## src/rtl/fetch_pkg.sv

```systemverilog
// Shared widths and the {instruction, pc} entry type for the fetch unit.
package fetch_pkg;

    localparam int unsigned ADR_W    = 10;
    localparam int unsigned INST_W   = 16;
    localparam int unsigned FQ_DEPTH = 2;
    localparam int unsigned PTR_W    = 1;
    localparam int unsigned CNT_W    = 2;

    typedef struct packed {
        logic [INST_W-1:0] inst;
        logic [ADR_W-1:0]  pc;
    } fq_entry_t;

endpackage

```

## src/rtl/fetch_fifo.sv

```systemverilog
// Two-entry fetch queue with flush; head and valid are registered so that
// they hold the last head value while the queue is empty.
module fetch_fifo
    import fetch_pkg::*;
(
    input  logic             clk,
    input  logic             rst,
    input  logic             i_push,
    input  logic             i_pop,
    input  logic             i_flush,
    input  fq_entry_t        i_push_data,
    output logic [CNT_W-1:0] o_count,
    output logic             o_valid,
    output fq_entry_t        o_head
);

    fq_entry_t        r_mem [FQ_DEPTH];
    logic [PTR_W-1:0] r_wr_ptr;
    logic [PTR_W-1:0] r_rd_ptr;
    logic [CNT_W-1:0] r_count;
    logic             r_valid;
    fq_entry_t        r_head;

    fq_entry_t        w_mem_nxt [FQ_DEPTH];
    logic [PTR_W-1:0] w_wr_nxt;
    logic [PTR_W-1:0] w_rd_nxt;
    logic [CNT_W-1:0] w_cnt_nxt;
    fq_entry_t        w_head_nxt;

    // Next head is looked up from next-state storage so a push into an
    // empty queue (or a push over the popped slot when full) shows up at once.
    always_comb begin
        w_mem_nxt = r_mem;
        w_wr_nxt  = r_wr_ptr;
        w_rd_nxt  = r_rd_ptr;
        if (i_push) begin
            w_mem_nxt[r_wr_ptr] = i_push_data;
            w_wr_nxt            = r_wr_ptr + PTR_W'(1);
        end
        if (i_pop) begin
            w_rd_nxt = r_rd_ptr + PTR_W'(1);
        end
        w_cnt_nxt = r_count + CNT_W'(i_push) - CNT_W'(i_pop);
        if (i_flush) begin
            w_wr_nxt  = '0;
            w_rd_nxt  = '0;
            w_cnt_nxt = '0;
        end
        w_head_nxt = (w_cnt_nxt != '0) ? w_mem_nxt[w_rd_nxt] : r_head;
    end

    always_ff @(posedge clk or negedge rst) begin
        if (!rst) begin
            for (int i = 0; i < int'(FQ_DEPTH); i++) begin
                r_mem[i] <= '0;
            end
            r_wr_ptr <= '0;
            r_rd_ptr <= '0;
            r_count  <= '0;
            r_valid  <= 1'b0;
            r_head   <= '0;
        end else begin
            r_mem    <= w_mem_nxt;
            r_wr_ptr <= w_wr_nxt;
            r_rd_ptr <= w_rd_nxt;
            r_count  <= w_cnt_nxt;
            r_valid  <= (w_cnt_nxt != '0);
            r_head   <= w_head_nxt;
        end
    end

    assign o_count = r_count;
    assign o_valid = r_valid;
    assign o_head  = r_head;

endmodule

```

## src/rtl/fetch_unit.sv

```systemverilog
// Instruction fetch: PC register, fetch/redirect/halt control and a
// two-entry registered buffer towards decode.
module fetch_unit
    import fetch_pkg::*;
(
    input  logic              clk,
    input  logic              rst,
    output logic [ADR_W-1:0]  im_adr,
    input  logic [INST_W-1:0] im_inst,
    input  logic              redirect,
    input  logic [ADR_W-1:0]  redirect_pc,
    input  logic              halt,
    output logic              inst_valid,
    input  logic              inst_ready,
    output logic [INST_W-1:0] inst,
    output logic [ADR_W-1:0]  inst_pc
);

    logic [ADR_W-1:0] r_pc;

    logic             w_pop;
    logic             w_fetch;
    logic [ADR_W-1:0] w_pc_nxt;
    logic [CNT_W-1:0] w_count;
    logic             w_valid;
    fq_entry_t        w_head;
    fq_entry_t        w_push_data;

    // Redirect wins over halt and fetch; a pop in the redirect cycle still counts.
    always_comb begin
        w_pop       = w_valid && inst_ready;
        w_fetch     = !redirect && !halt && ((w_count < CNT_W'(FQ_DEPTH)) || w_pop);
        w_pc_nxt    = r_pc;
        w_push_data = '{inst: im_inst, pc: r_pc};
        if (redirect) begin
            w_pc_nxt = redirect_pc;
        end else if (w_fetch) begin
            w_pc_nxt = r_pc + ADR_W'(1);
        end
    end

    always_ff @(posedge clk or negedge rst) begin
        if (!rst) begin
            r_pc <= '0;
        end else begin
            r_pc <= w_pc_nxt;
        end
    end

    fetch_fifo u_fifo (
        .clk         (clk),
        .rst         (rst),
        .i_push      (w_fetch),
        .i_pop       (w_pop),
        .i_flush     (redirect),
        .i_push_data (w_push_data),
        .o_count     (w_count),
        .o_valid     (w_valid),
        .o_head      (w_head)
    );

    assign im_adr     = r_pc;
    assign inst_valid = w_valid;
    assign inst       = w_head.inst;
    assign inst_pc    = w_head.pc;

endmodule

```

## config.mk

```make
export PLATFORM = sky130hd
export DESIGN_NAME = fetch_unit
export DESIGN_NICKNAME = d
export VERILOG_FILES = /design/src/rtl/fetch_pkg.sv /design/src/rtl/fetch_fifo.sv /design/src/rtl/fetch_unit.sv
export SDC_FILE = /design/constraint.sdc
export NUM_CORES = 1
export LEC_CHECK = 0
export ABC_AREA = 0
export ABC_CLOCK_PERIOD_IN_PS = 4300
export BUFFER_PORTS_ARGS = -buffer_cell sky130_fd_sc_hd__buf_2
export CAP_MARGIN = 20
export CORE_MARGIN = 3
export CORE_UTILIZATION = 63
export CTS_BUF_LIST = sky130_fd_sc_hd__clkbuf_8
export CTS_CLUSTER_DIAMETER = 40
export DETAILED_ROUTE_END_ITERATION = 7
export PLACE_DENSITY = 0.85
export SYNTH_ARGS = -nofsm -noshare
export SYNTH_HDL_FRONTEND = slang
export SYNTH_SLANG_ARGS = --single-unit
```

## constraint.sdc

```tcl
create_clock -name clk -period 4.3 [get_ports clk]
set_clock_uncertainty 0.2 [all_clocks]
set_input_delay 0.86 -clock clk [delete_from_list [all_inputs] [get_ports clk]]
set_output_delay 0.86 -clock clk [all_outputs]
set_load 0.01 [all_outputs]
```

Word-level counts from Yosys, hierarchy flattened
Index checks and enable logic that the tools add are counted.
Storage, ports and cells
  register bits: 93
  bits of input ports: 31
  logic and storage cells: 45
Cells by class
  $add $sub $neg: 5
  order comparisons: 4
  muxes and demuxes: 14
  bitwise logic cells: 2
  reduce and logical (&&, ||, !) cells: 9
Operators by type and width (number)
  two-way mux 26 bit: 4
  bitwise mux 52 bit: 1
  two-way mux 52 bit: 1
  demux 26 bit (select 1 bit): 1
  two-way mux 10 bit: 2
  adder 10 x 1 -> 10 bit (second input constant): 1
  greater-or-equal comparator 2 bit (second input constant): 2
  logical AND 1 bit: 4
  two-way mux 1 bit: 4
  inverter 1 -> 2 bit: 2
  nonzero test 2 bit: 2
  adder 1 bit (second input constant): 2
  adder 2 x 1 -> 2 bit: 1
  logical NOT 1 bit: 2
  < comparator 2 x 1 -> 1 bit (second input constant): 1
  < comparator 2 bit (second input constant): 1
  two-way mux 2 bit: 1
  subtractor 2 x 1 -> 2 bit: 1
  logical OR 1 bit: 1

Longest topological paths before layout
  depth after elaboration: 10
  mapped depth: 10

Modules after synthesis
From an unflattened synthesis, not the netlist that was laid out.
Unflattened totals
  cell total of the unflattened synthesis: 303
  area, all modules: 4131.5 µm²
Modules (own cells, without submodules)
  fetch_fifo: instances 1, cells each 240, area an instance 3515.9 µm², sequential area each 2077.0 µm²
  fetch_unit: instances 1, cells each 63, area an instance 615.6 µm², sequential area each 250.2 µm²

Worst setup path after synthesis
OpenSTA, ideal clock, no wires.
  kind: input -> register
  start: input port redirect
  end: register u_fifo.r_head (netlist bit u_fifo.o_head[6])
  arrival: 2.707 ns
  data required time: 3.965 ns
  path slack: 1.258 ns
  stages: 9
  buffers on the path: 2
  cell sequence: buf_2 > or3_1 > ha_1 > inv_1 > ha_1 > xor3_1 > o21bai_2 > clkbuf_1 > o31ai_1
On the way
  cells in the longest elaborated chain, start to end: 7
  elaborated cells between the ends (all ways): 13
  those cells by class: 2 x add/sub; 6 x mux; 1 x bitwise; 4 x reduce/logical
Ends and longest elaborated chain
  start, declared: RTL line fetch_unit.sv:10  | input logic redirect,
  logical NOT 1 bit: RTL line fetch_unit.sv:32  | w_fetch = !redirect && !halt && ((w_count < CNT_W'(FQ_DEPTH)) || w_pop);
  logical AND 1 bit (2 in a row): RTL line fetch_unit.sv:32
  adder 2 x 1 -> 2 bit / two-way mux 52 bit (equally long branches): RTL line fetch_fifo.sv:43, fetch_fifo.sv:36
  subtractor 2 x 1 -> 2 bit / two-way mux 26 bit (equally long branches): RTL line fetch_fifo.sv:43, fetch_fifo.sv:49
  two-way mux 2 bit / two-way mux 26 bit (equally long branches): RTL line fetch_fifo.sv:44, fetch_fifo.sv:49
  nonzero test 2 bit / two-way mux 26 bit (equally long branches): RTL line fetch_fifo.sv:49  | w_head_nxt = (w_cnt_nxt != '0) ? w_mem_nxt[w_rd_nxt] : r_head;
  end signal, assigned: RTL line fetch_fifo.sv:68  | r_head <= w_head_nxt;
  end, declared: RTL line fetch_fifo.sv:22  | fq_entry_t r_head;
Several ways; a longest one is shown, not always the timed one. The select of a mux whose other input is x is not followed.
A chain may end at the register's enable or synchronous reset.

Final worst setup path
  start: input port redirect
  end: register u_fifo.r_head (netlist bit u_fifo.o_head[10])
The elaborated chain is that of the path after synthesis.

==> flow_summary.ini <==
[status]
status = completed

[routing]
avgViaCountPerCell = 6.18
wire_per_inst_um = 18.0
drc_errors = 0
first_pass_iters = 4
drt-total-wl_um = 9940
drtIter0Drc = 231
vias = 3403
drtAntennaViolNets = 0

[placement]
placed_cell_area_mm2 = 0.00478
gp_congestion = 0.830
dp_cells = 535
dp_hpwl_um = 6150
port_buffers = 67

[global_routing]
grt_first_pass_wirelength_um = 17000
grtUsageMet2_pct = 40.4
groute.layer.met3.usage_pct = 5.01
grt.total_usage_pct = 25.7
top_usage_layer = met2
grt_max_degree = 71
antenna_found_initial = 0
grt_overflow_total = 0
grt_pass1_vias = 3432
grtUsageMet1_pct = 37.0

[power]
p_leak_nw = 2.56
p_per_area_mw_per_mm2 = 640
power_frac_clock_pct = 18.8
p_sw_mw = 1.14
irDropWorstVdd_mv = 0.466
p_total_mw = 3.20
pwr-share-comb_pct = 35.7
sw_frac_of_total_pct = 35.7
pwr-share-seq_pct = 45.5
p_int_mw = 2.05

[clocking]
cts_buffers = 9
cts_tree = built
postCtsSetupBuffers = 0
clk_path_buf_depth = 2
clkTransAtPathRegs_ns = 0.09
cts_hold_buf = 0
cts-root-buf = clkbuf_8
cts-resized-gates = 0
clock_latency_ns = 0.36
htree_levels = 3
cts_sinks = 93

[synth]
netlist_top_cells_count = dfrtp_1 (93), nand2_1 (38), a211oi_1 (37), a21o_1 (37), and3_1 (37)
ys_top_cells_by_area = dfrtp_1 (53%), a211oi_1 (6.3%), a21o_1 (6.3%)
syn-mean-instance-area_um2 = 10.9
synth_most_common_cell = dfrtp_1
synthCells = 404
synth_seq_area_share_pct = 52.6
synth_edf_count = 0
synth-seq-cells = 93
syn_area_mm2 = 0.00442
synth_cell_types = 39
yosys_most_used_dff = dfrtp_1
netlist.area_leader.share_pct = 52.6
async_reset_ff_share_pct = 100
yosysTopAreaCell = dfrtp_1
synth_nets = 438
synth_warnings = 0

[critical_path]
critPathTopFamily = simple AND/OR/NAND/NOR gates
crit_fanout = 52
cpPeakStageDelay_ns = 0.72
r2r_slack_ns = 1.42
arrival_ns = 3.21
r2r_cells = 10
crit_cells = 5
rr_startpoint = u_fifo.o_valid
critPathSlowestCell = nand2_2
path_class = input port to register
critPathLaunch = redirect
critPathRequiredTime_ns = 4.32
r2r_end = u_fifo.o_head[9]
crit_path_end = u_fifo.o_head[10]
endpoint_kind = register
crit_path_cell_trace = buf_2 > nor3_2 > nand2_2 > a221oi_1 > o31ai_1
startpoint_type = input port
crit_buf_inv = 1

[die]
die-height_um = 89.8
initial_core_util_pct = 67.3
placementRows = 29
core_area_mm2 = 0.00657
die_width_um = 89.8
dieArea_mm2 = 0.00806
pin_count = 68

[sta]
setup-violations-final = 0
worstMarginPinSlew_ns = 1.01
tns_ns = 0
final-hold-violation-count = 0
fin_crit_ns = 3.20
maxSlewHeadroom_pct = 32.5
rsz0062_at_grt = false
min_period_over_period_pct = 74.3
fmax_mhz = 313
slew_violations = 0

[final_layout]
drive_gt1_share_pct = 21.8
synthToLayoutAreaGrowth_pct = 12.9
final_cell_area_mm2 = 0.00499
fin_nets = 487
stdcell_count = 551
num_antenna_cells = 0

[min_path]
hold_class = register to register
hp-start = u_fifo.o_head[18]

[flow_run]
cap_viol_max_count = 0
## worst register-to-register path: cells and delay by family, from the launching register on
kind,cells,cell delay [ns]
buf+inv,2,0.53
simple gates,2,0.36
flops,1,0.41
fa+ha+maj,2,0.36
xor+xnor,1,0.27
compound gates,3,0.67
## metal layers
layer / vias up / wire (µm)
met5: - / 0
li1: 1614 / -
met3: 5 / 514
met4: 0 / 57
met2: 89 / 4910
met1: 1695 / 4460
## stage by stage
step / setup WS (ns) / util, % / hold WS [ns]
after floorplan: 1.26 / - / 0.250
after global placement: 0.794 / 72.8 / 0.256
after detailed placement: 0.777 / 72.8 / 0.265
after CTS: 1.13 / 76.0 / 0.286
after global routing: 0.840 / 76.0 / 0.295
final: 1.10 / 76.0 / 0.282
## placed cells by master (no fill, tap or decap), types with 2 or more instances in the layout
cell / n
nand2_1: 36
o21ai_0: 9
xor2_1: 3
nor2b_1: 17
ha_1: 3
a211oi_1: 37
clkinvlp_4: 2
a221oi_1: 15
and3_1: 37
nand4_1: 2
a22o_1: 15
nor4_1: 2
clkbuf_8: 11
xnor2_1: 7
a21o_1: 37
buf_2: 66
nor4b_1: 3
inv_1: 2
nor2_1: 3
o31ai_1: 26
dfrtp_1: 93
nand2_2: 2
nand3_1: 3
buf_4: 6
## state kept, by name, summed over array words and instances (netlist names)
register and flops:
u_fifo.r_mem 52, u_fifo.o_head 26, im_adr 10, u_fifo.o_count 2, u_fifo.o_valid 1, u_fifo.r_rd_ptr 1, u_fifo.r_wr_ptr 1
## power groups by stage
stage          combinational [mW]  clock (mW)  sequential (mW)
5_1_grt                      1.26       0.654             1.50
2_1_floorplan               0.763           0             1.47
6_report                     1.14       0.602             1.45
3_3_place_gp                 1.10           0             1.45
4_1_cts                      1.15       0.612             1.45
3_5_place_dp                 1.14           0             1.46
## layout make-up
type                    instances  area [µm²]
clock inverters                 5        58.8
multi-input cells             274        1950
well taps                      93         116
fillers                       444        1570
inverters                       3        11.3
flip-flops and latches         93        2330
repair buffers                 72         375
clock buffers                  11         151
## cell families after synthesis
family | after synthesis | synth area share [%]
buffers and inverters | 37 | 3.62
DFF | 93 | 52.6
AOI/OAI and AO/OA | 142 | 24.7
muxes | 3 | 0.990
and+or+nand+nor | 115 | 14.7
adders and majority gates | 3 | 0.849
xor gates and xnor gates | 11 | 2.52
## how the worst min path moves through the flow
stage	to	slack (ns)	cells past startpoint
floorplan	u_fifo.r_mem[10]	0.25	1
global placement	u_fifo.o_head[12]	0.26	2
CTS	u_fifo.o_head[10]	0.29	2
finish	u_fifo.o_head[18]	0.28	2
global route	u_fifo.r_mem[22]	0.30	1
detailed placement	u_fifo.o_head[17]	0.27	2
Power figures use the tool's default switching activity.
